===== src/rtl/apb_ctrl_pkg.sv =====
// Shared types, default widths and helpers for the round-robin APB master.
package apb_ctrl_pkg;

    localparam int APB_ADDR_W = 32;
    localparam int APB_DATA_W = 32;

    typedef enum logic [1:0] {
        IDLE   = 2'd0,
        SETUP  = 2'd1,
        ACCESS = 2'd2
    } apb_state_e;

    // Index following idx in a ring of n entries.
    function automatic int wrap_inc(input int idx, input int n);
        return (idx >= n - 1) ? 0 : idx + 1;
    endfunction

endpackage


===== src/rtl/apb_master_arbiter_rr.sv =====
// Round-robin arbiter: one-hot grant searched from a rotating priority pointer,
// pointer moves to the slot after the winner only when the grant is taken.
module rr_arbiter
    import apb_ctrl_pkg::*;
#(
    parameter int N = 4
) (
    input  logic         clk,
    input  logic         rst_n,
    input  logic [N-1:0] req,
    input  logic         advance,
    output logic [N-1:0] grant
);

    localparam int PTR_W = (N > 1) ? $clog2(N) : 1;

    logic [PTR_W-1:0] ptr_q;
    logic [PTR_W-1:0] ptr_d;

    // First pass covers ptr..N-1, second pass wraps around to 0..ptr-1.
    always_comb begin
        logic found;
        found = 1'b0;
        grant = '0;
        ptr_d = ptr_q;
        for (int j = 0; j < N; j++) begin
            if (!found && (j >= int'(ptr_q)) && req[j]) begin
                found    = 1'b1;
                grant[j] = 1'b1;
                ptr_d    = PTR_W'(wrap_inc(j, N));
            end
        end
        for (int j = 0; j < N; j++) begin
            if (!found && req[j]) begin
                found    = 1'b1;
                grant[j] = 1'b1;
                ptr_d    = PTR_W'(wrap_inc(j, N));
            end
        end
    end

    always_ff @(posedge clk or negedge rst_n) begin
        if (!rst_n) begin
            ptr_q <= '0;
        end else if (advance) begin
            ptr_q <= ptr_d;
        end
    end

endmodule


===== src/rtl/apb_master_arbiter.sv =====
// APB master shared by NUM_REQ requesters: round-robin accept, fixed two-cycle
// SETUP/ACCESS sequencing and a one-cycle response pulse to the owner.
module apb_master_arbiter
    import apb_ctrl_pkg::*;
#(
    parameter int NUM_REQ = 4,
    parameter int ADDR_W  = APB_ADDR_W,
    parameter int DATA_W  = APB_DATA_W
) (
    input  logic                      pclk,
    input  logic                      presetn,
    input  logic [NUM_REQ-1:0]        req_valid,
    output logic [NUM_REQ-1:0]        req_ready,
    input  logic [NUM_REQ*ADDR_W-1:0] req_addr,
    input  logic [NUM_REQ-1:0]        req_write,
    input  logic [NUM_REQ*DATA_W-1:0] req_wdata,
    output logic [NUM_REQ-1:0]        rsp_valid,
    output logic [DATA_W-1:0]         rsp_rdata,
    output logic [ADDR_W-1:0]         paddr,
    output logic                      psel,
    output logic                      penable,
    output logic                      pwrite,
    output logic [DATA_W-1:0]         pwdata,
    input  logic [DATA_W-1:0]         prdata
);

    apb_state_e           state_q, state_d;
    logic [NUM_REQ-1:0]   owner_q, owner_d;
    logic [ADDR_W-1:0]    paddr_q, paddr_d;
    logic                 pwrite_q, pwrite_d;
    logic [DATA_W-1:0]    pwdata_q, pwdata_d;
    logic [NUM_REQ-1:0]   rsp_valid_q, rsp_valid_d;
    logic [DATA_W-1:0]    rsp_rdata_q, rsp_rdata_d;

    logic [NUM_REQ-1:0]   arb_req;
    logic [NUM_REQ-1:0]   grant;
    logic                 accept;
    logic [ADDR_W-1:0]    sel_addr;
    logic                 sel_write;
    logic [DATA_W-1:0]    sel_wdata;

    // SETUP can never take a new transfer, so the arbiter sees no requests there.
    assign arb_req = (state_q != SETUP) ? req_valid : '0;
    assign accept  = |grant;

    rr_arbiter #(
        .N(NUM_REQ)
    ) u_rr_arbiter (
        .clk    (pclk),
        .rst_n  (presetn),
        .req    (arb_req),
        .advance(accept),
        .grant  (grant)
    );

    always_comb begin
        sel_addr  = '0;
        sel_write = 1'b0;
        sel_wdata = '0;
        for (int i = 0; i < NUM_REQ; i++) begin
            if (grant[i]) begin
                sel_addr  = req_addr[i*ADDR_W +: ADDR_W];
                sel_write = req_write[i];
                sel_wdata = req_wdata[i*DATA_W +: DATA_W];
            end
        end
    end

    // A grant in ACCESS chains straight into the next SETUP without dropping psel.
    always_comb begin
        state_d     = state_q;
        owner_d     = owner_q;
        paddr_d     = paddr_q;
        pwrite_d    = pwrite_q;
        pwdata_d    = pwdata_q;
        rsp_valid_d = '0;
        rsp_rdata_d = '0;
        case (state_q)
            IDLE: begin
                if (accept) begin
                    state_d  = SETUP;
                    owner_d  = grant;
                    paddr_d  = sel_addr;
                    pwrite_d = sel_write;
                    pwdata_d = sel_wdata;
                end
            end
            SETUP: begin
                state_d = ACCESS;
            end
            ACCESS: begin
                rsp_valid_d = owner_q;
                rsp_rdata_d = pwrite_q ? '0 : prdata;
                if (accept) begin
                    state_d  = SETUP;
                    owner_d  = grant;
                    paddr_d  = sel_addr;
                    pwrite_d = sel_write;
                    pwdata_d = sel_wdata;
                end else begin
                    state_d = IDLE;
                end
            end
            default: begin
                state_d = IDLE;
            end
        endcase
    end

    always_ff @(posedge pclk or negedge presetn) begin
        if (!presetn) begin
            state_q     <= IDLE;
            owner_q     <= '0;
            paddr_q     <= '0;
            pwrite_q    <= 1'b0;
            pwdata_q    <= '0;
            rsp_valid_q <= '0;
            rsp_rdata_q <= '0;
        end else begin
            state_q     <= state_d;
            owner_q     <= owner_d;
            paddr_q     <= paddr_d;
            pwrite_q    <= pwrite_d;
            pwdata_q    <= pwdata_d;
            rsp_valid_q <= rsp_valid_d;
            rsp_rdata_q <= rsp_rdata_d;
        end
    end

    assign req_ready = grant;
    assign psel      = (state_q != IDLE);
    assign penable   = (state_q == ACCESS);
    assign paddr     = paddr_q;
    assign pwrite    = pwrite_q;
    assign pwdata    = pwdata_q;
    assign rsp_valid = rsp_valid_q;
    assign rsp_rdata = rsp_rdata_q;

endmodule


===== config.mk =====
export PLATFORM = sky130hd
export DESIGN_NAME = apb_master_arbiter
export DESIGN_NICKNAME = d
export VERILOG_FILES = /design/src/rtl/apb_ctrl_pkg.sv /design/src/rtl/apb_master_arbiter_rr.sv /design/src/rtl/apb_master_arbiter.sv
export SDC_FILE = /design/constraint.sdc
export NUM_CORES = 1
export LEC_CHECK = 0
export BUFFER_PORTS_ARGS = -buffer_cell sky130_fd_sc_hd__buf_2
export CAP_MARGIN = 0
export CORE_MARGIN = 10
export CORE_UTILIZATION = 28
export CTS_BUF_LIST = sky130_fd_sc_hd__clkbuf_16
export DETAILED_ROUTE_END_ITERATION = 8
export GPL_TIMING_DRIVEN = 0
export PLACE_DENSITY = 0.55
export SYNTH_ARGS = -nofsm -noshare
export SYNTH_HDL_FRONTEND = slang
export SYNTH_SLANG_ARGS = --single-unit

===== constraint.sdc =====
create_clock -name pclk -period 1.8 [get_ports pclk]
set_input_delay 0.27 -clock pclk [delete_from_list [all_inputs] [get_ports pclk]]
set_output_delay 0.27 -clock pclk [all_outputs]
set_load 0.05 [all_outputs]

# Yosys cells after proc, flatten, opt, wreduce, memory -nomap -nowiden
# Cells that the tools add are included.
# op_classes
order_cmp	3
n_reduce_logical	24
mux	41
eq_ne	4
# ops
operator	n
$mux W32	10
$mux W1	19
$mux W2	9
$logic_and A1 B1 Y1	10
$mux W4	2
$reduce_bool A8 Y1	1
$logic_not A1 Y1	7
$pmux W2 S3	1
$ge A1 B2 Y1 const A	2
$reduce_and A2 Y1	2
$reduce_or A4 Y1	1
$eq A2 B1 Y1 const B	1
$eq A2 B2 Y1 const B	1
$ge A2 B2 Y1 const A	1
$logic_not A2 Y1	1
$ne A2 B1 Y1 const B	1
$ne A2 B2 Y1 const B	1
$reduce_bool A2 Y1	1
$reduce_or A2 Y1	1
# word_totals
reg_bits	109
inputBits	298
wordCells	80

# Logic depth before layout (Yosys ltp)
# logic_depth
ltp_word	30
depth_mapped	8

# By module
# From an unflattened synthesis, not the netlist that was laid out.
# unflattened
hier_cells	519
area_unflattened_um2	5342.6
# by_module_without_submodules
module	n_inst	area_per_inst_um2	cells_each	seq_area_each_um2
apb_master_arbiter	1	5123.7	486	2677.6
rr_arbiter	1	219.0	33	50.0

# Worst setup path after synthesis
# OpenSTA, ideal clock, no wires.
# synth_timing
path_type	flip-flop to flip-flop
from	register state_q[0]
to	register paddr_q[26], in the netlist paddr[26]
synth_period_minus_slack_ns	2.039
arrival_ns	1.960
setup_time_ns	0.080
path_buffers	2
slack_ns	-0.239
path_stages_with_launch	8
cell_sequence	dfrtp_1 -> buf_2 -> nand2b_1 -> nand3_2 -> nor2_1 -> clkbuf_1 -> a221oi_1 -> a2bb2oi_1
# synth_between
elab_chain_cells	29
word_cells_on_any_way	42
cone_classes	2 x eq/ne; 19 x mux; 21 x reduce/logical
# synth_rtl
element	line	text
from (decl)	apb_master_arbiter.sv:27	apb_state_e state_q, state_d;
from (signal assigned)	apb_master_arbiter.sv:120	state_q <= state_d;
$ne A2 B1 Y1 *	apb_master_arbiter.sv:43	assign arb_req = (state_q != SETUP) ? req_valid : '0;
$mux W4 *	apb_master_arbiter.sv:43	
$logic_and A1 B1 Y1	apb_master_arbiter_rr.sv:27	if (!found && (j >= int'(ptr_q)) && req[j]) begin
$mux W1	apb_master_arbiter_rr.sv:27	
$logic_not A1 Y1	apb_master_arbiter_rr.sv:27	
$logic_and A1 B1 Y1 (2 in series)	apb_master_arbiter_rr.sv:27	
$mux W1	apb_master_arbiter_rr.sv:27	
$logic_not A1 Y1	apb_master_arbiter_rr.sv:27	
[... 13 more ...]	-	
$logic_and A1 B1 Y1	apb_master_arbiter_rr.sv:34	if (!found && req[j]) begin
$mux W1	apb_master_arbiter_rr.sv:34	
$logic_not A1 Y1	apb_master_arbiter_rr.sv:34	
$logic_and A1 B1 Y1	apb_master_arbiter_rr.sv:34	
$mux W1 *	apb_master_arbiter_rr.sv:34	
via req_ready[3]	apb_master_arbiter.sv:13	output logic [NUM_REQ-1:0] req_ready,
$reduce_or A4 Y1	apb_master_arbiter.sv:44	assign accept = |grant;
$reduce_and A2 Y1 (no line)	-	
to (signal assigned)	apb_master_arbiter.sv:122	paddr_q <= paddr_d;
to (decl)	apb_master_arbiter.sv:29	logic [ADDR_W-1:0] paddr_q, paddr_d;
# The timed path passes the listed nets; every way through them passes the cells marked *.
# A chain may end at the register's enable or synchronous reset.

# Final worst setup path
# layout_timing
from	register u_rr_arbiter.ptr_q[1]
to	output req_ready[1]
# layout_between
elab_chain_cells	20
word_cells_on_any_way	23
cone_classes	3 x order compare; 7 x mux; 13 x reduce/logical
# layout_rtl
element	line	text
from (decl)	apb_master_arbiter_rr.sv:17	logic [PTR_W-1:0] ptr_q;
from (signal assigned)	apb_master_arbiter_rr.sv:46	ptr_q <= ptr_d;
$ge A1 B2 Y1	apb_master_arbiter_rr.sv:27	
$logic_and A1 B1 Y1	apb_master_arbiter_rr.sv:27	
$mux W1	apb_master_arbiter_rr.sv:27	
$logic_not A1 Y1	apb_master_arbiter_rr.sv:27	
$logic_and A1 B1 Y1 (2 in series)	apb_master_arbiter_rr.sv:27	
$mux W1	apb_master_arbiter_rr.sv:27	
$logic_not A1 Y1	apb_master_arbiter_rr.sv:27	
$logic_and A1 B1 Y1 (2 in series)	apb_master_arbiter_rr.sv:27	
[... 2 more ...]	-	
$logic_and A1 B1 Y1	apb_master_arbiter_rr.sv:27	
$mux W1	apb_master_arbiter_rr.sv:27	
$logic_not A1 Y1	apb_master_arbiter_rr.sv:34	
$logic_and A1 B1 Y1	apb_master_arbiter_rr.sv:34	
$mux W1	apb_master_arbiter_rr.sv:34	
$logic_not A1 Y1	apb_master_arbiter_rr.sv:34	
$logic_and A1 B1 Y1	apb_master_arbiter_rr.sv:34	
$mux W1 *	apb_master_arbiter_rr.sv:34	
to (decl)	apb_master_arbiter.sv:13	
# Mark *: on every way between the ends. The rest lies on a longest branch, timed or not.

==> results.md <==
| Item | This run | Unit |
|---|---|---|
| Vias in the first global route | 8534 | - |
| Detail Route Antenna Nets | 0 | - |
| Worst R2R Start | u_rr_arbiter.ptr_q[1] | - |
| Most frequent standard cell in the layout excluding fill and tap cells | sky130_fd_sc_hd__buf_2 | - |
| Fraction of the mapped netlist area in compound gates | 34.6 | % |
| Syn Inst Count | 665 | - |
| Unrepaired setup endpoints after global routing | true | - |
| Xor-xnor portion of the synthesized cell area | 0 | % |
| Antenna violations before repair | 10 | - |
| Total Routing Usage GR | 23.1 | % |
| Max cap viols | 0 | - |
| Util after Layout | 50.0 | % |
| Die area | 0.0301 | mm² |
| Clock tree from TritonCTS | yes | - |
| Kind of critical path | flip-flop to output pin | - |
| Pin count of the biggest net entering global routing | 74 | - |
| Worst-path cell chain | or3b_4 > and3_4 > buf_12 > and2_4 > buf_8 | - |
| Transition time at the pin with the least slew margin | 0.790 | ns |
| Total gr overflow | 0 | - |
| Rel. slew slack | 47.3 | % |
| Commonest non-fill, non-tap cells in the layout | sky130_fd_sc_hd__buf_2 (398), sky130_fd_sc_hd__and3_1 (121), sky130_fd_sc_hd__dfrtp_1 (106) | - |
| First element of the critical path | u_rr_arbiter.ptr_q[1] | - |
| Delay of the slowest cell on the worst path | 0.45 | ns |
| Worst min-delay path category | input pin to flip-flop | - |
| IO Count | 405 | - |
| Starting Density | 28.3 | % |
| Largest fanout of any net on the critical path | 7 | - |
| DRC | 0 | - |
| Combined flip-flop and latch cell area | 0.00273 | mm² |
| Sinks on the clock net | 109 | - |
| Largest family of logic cells by synthesized area | compound AO/OA/AOI/OAI gates | - |
| Distinct cell type count of the synthesized netlist | 29 | - |
| Sequential share of the synthesized area | 41.3 | % |
| Minimum setup slack in the final design | -0.385 | ns |
| Number of buffers on the longest clock path | 2 | - |
| Critical-path top delay cell | sky130_fd_sc_hd__dfrtp_2 | - |
| Worst-case setup slack after placement | -1.15 | ns |
| Post-synthesis register bit count | 109 | - |
| Floorplan core area | 0.0233 | mm² |
| Max Slew Vio Count | 0 | - |
| Final std cells w/o fill | 1460 | - |
| Buffers added on ports | 404 | - |
| Post-DR vias/cell | 5.49 | - |
| Post-placement cell count | 1389 | - |
| Summed instance area of the synthesized netlist | 0.00661 | mm² |
| Data arrival time of the critical path | 1.92 | ns |
| Total length of routed wires | 37300 | µm |
| Power density over cell area | 2210 | mW/mm² |
| Last weighted congestion value of the routability-driven placer | 0.844 | - |
| Mapped Avg Cell Area | 9.93 | µm² |
| Part of the cycle the worst path needs | 121 | % |
| Adder-cell area share of the yosys netlist | 0 | % |
| Data required time at the worst endpoint | 1.53 | ns |
| Vertical die dimension | 174 | µm |
| Layout overhead on the synthesized area | 76.6 | % |
| Mux cell area share after synthesis | 0.511 | % |
| CTS H-tree depth | 3 | - |
| Row Count | 56 | - |
| Fraction of the mapped netlist area in simple logic gates | 17.6 | % |
| Detailed-placement wirelength estimate | 27100 | µm |
| Result of the run | complete, but fails checks | - |
| Failing checks | negative setup slack | - |
| Final sum of negative setup slack | -23.63 | ns |
| Fin nets | 1427 | - |
| Clock slew at reported path FFs | 0.09 | ns |
| Area of combinational cells with multiple inputs | 0.00454 | mm² |
| Skew final | 0.0131 | ns |
| Kind of end point of the critical path | output pin | - |
| CTS Root Cell | sky130_fd_sc_hd__clkbuf_16 | - |
| Width of the die | 174 | µm |
| Number of enable-type register cells in the synthesized netlist | 0 | - |
| Total of fill cells in the finished design | 2214 | - |
| Total nets after synthesis | 963 | - |
| First-pass GRT wire length | 54200 | µm |
| Synth async-reset ratio | 100 | % |
| Insertion delay to the later sink of the worst-skew pair | 0.37 | ns |
| Hold Crit Start | prdata[21] | - |
| Avg WL per Cell | 25.5 | µm |
| Share of cells above drive strength 1 | 60.5 | % |
| Endpoints failing setup | 75 | - |
| Count of yosys warnings during synthesis | 0 | - |
| IR drop worst, VDD | 1.02 | mV |
| Pre-antenna DRT Iters | 4 | - |
| Dominant synthesized flop cell | sky130_fd_sc_hd__dfrtp_1 | - |
| DRT iter0 DRCs | 615 | - |
| Static leakage | 5.70 | nW |
| Post-layout min period | 2.19 | ns |
| Vias after detailed routing | 8020 | - |
| Fmax achieved | 0.458 | GHz |
| Number of buffers created by CTS | 9 | - |
| Total count of hold-check failures in the final report | 0 | - |
| Startpoint kind of the worst setup timing path | flip-flop | - |
[critical path: cells and delay by family (launching register included)]
family	cells	cell delay [ns]
buffers and inverters	2	0.30
DFF	1	0.45
and+or+nand+nor	3	0.81
[through the flow]
step                      hold WS [ns]  total power, W  area, µm²
after CTS                       0.0930          0.0238      10900
after floorplan                -0.0256          0.0138       6810
final                           0.0999          0.0257      11700
after global routing            0.0995          0.0270      11700
after detailed placement         0.208          0.0179       9260
after global placement           0.451          0.0178       9230
[logic make-up after synthesis]
group                  after synthesis
muxes                                3
DFF                                109
AOI/OAI and AO/OA                  269
and+or+nand+nor                    187
buffers and inverters               97
[timing repair]
item                                    CTS  global route
endpoints found under the hold margin    36             0
endpoints found under the setup margin  108            89
buffers inserted                         28            13
resized for setup                       224           107
pin swaps                                11            41
cloned                                    6             4
hold buffers                              1             0
[path summary, 6_finish.rpt]
path	to	slack, ns	cells past startpoint
max	req_ready[1]	-0.39	5
min	rsp_rdata[21]	0.1	2
max reg2reg	paddr[18]	-0.37	8
min reg2reg	rsp_valid[1]	0.49	1
max in group asynchronous	u_rr_arbiter.ptr_q[1]	0.69	3
min in group asynchronous	pwdata[12]	0.38	2
[synthesized netlist by cell type (2+ instances only)]
cell type	number	share of area [%]
sky130_fd_sc_hd__nor2b_1	3	0.28
sky130_fd_sc_hd__and2_1	39	3.7
sky130_fd_sc_hd__a221oi_1	65	8.6
sky130_fd_sc_hd__nand2_1	3	0.17
sky130_fd_sc_hd__mux2_1	3	0.51
sky130_fd_sc_hd__clkbuf_1	72	4.1
sky130_fd_sc_hd__nand2b_1	3	0.28
sky130_fd_sc_hd__a2bb2oi_1	65	8.6
sky130_fd_sc_hd__inv_1	2	0.11
sky130_fd_sc_hd__o32ai_1	66	8.7
sky130_fd_sc_hd__a2bb2oi_2	2	0.45
sky130_fd_sc_hd__o21a_1	65	7.4
sky130_fd_sc_hd__nor2_1	3	0.17
sky130_fd_sc_hd__and3_1	130	12
sky130_fd_sc_hd__buf_2	22	1.7
sky130_fd_sc_hd__dfrtp_1	109	41
[power by group]
part / internal [W] / switching [W]
combinational: 0.00859 / 0.0109
sequential: 0.00349 / 0.000676
clock: 0.000978 / 0.00107
[routing by layer]
| metal | vias up | GRT usage (%) | part of all wire, % |
|---|---|---|---|
| met2 | 363 | 38.3 | 49 |
| li1 | 3614 | - | - |
| met5 | - | 0 | 0.10 |
| met3 | 35 | 7.93 | 8.6 |
| met4 | 6 | 6.80 | 1.7 |
| met1 | 4002 | 27.6 | 41 |
[final cells by class]
type                    count  share of cell area [%]
flip-flops and latches    109                    23.4
diodes                      7                   0.150
clock buffers               9                    1.93
multi-input cells         459                    38.9
plain buffers              91                    7.63
clock inverters             7                   0.568
well taps                 319                    3.42
repair buffers            457                    23.9
inverters                   2                  0.0643
[registers in the layout (all words and copies together), names as in the netlist]
name	count
paddr	32
pwdata	32
rsp_rdata	32
owner_q	4
rsp_valid	4
state_q	2
u_rr_arbiter.ptr_q	2
pwrite	1
No activity file was read; power rests on OpenSTA's default activity.
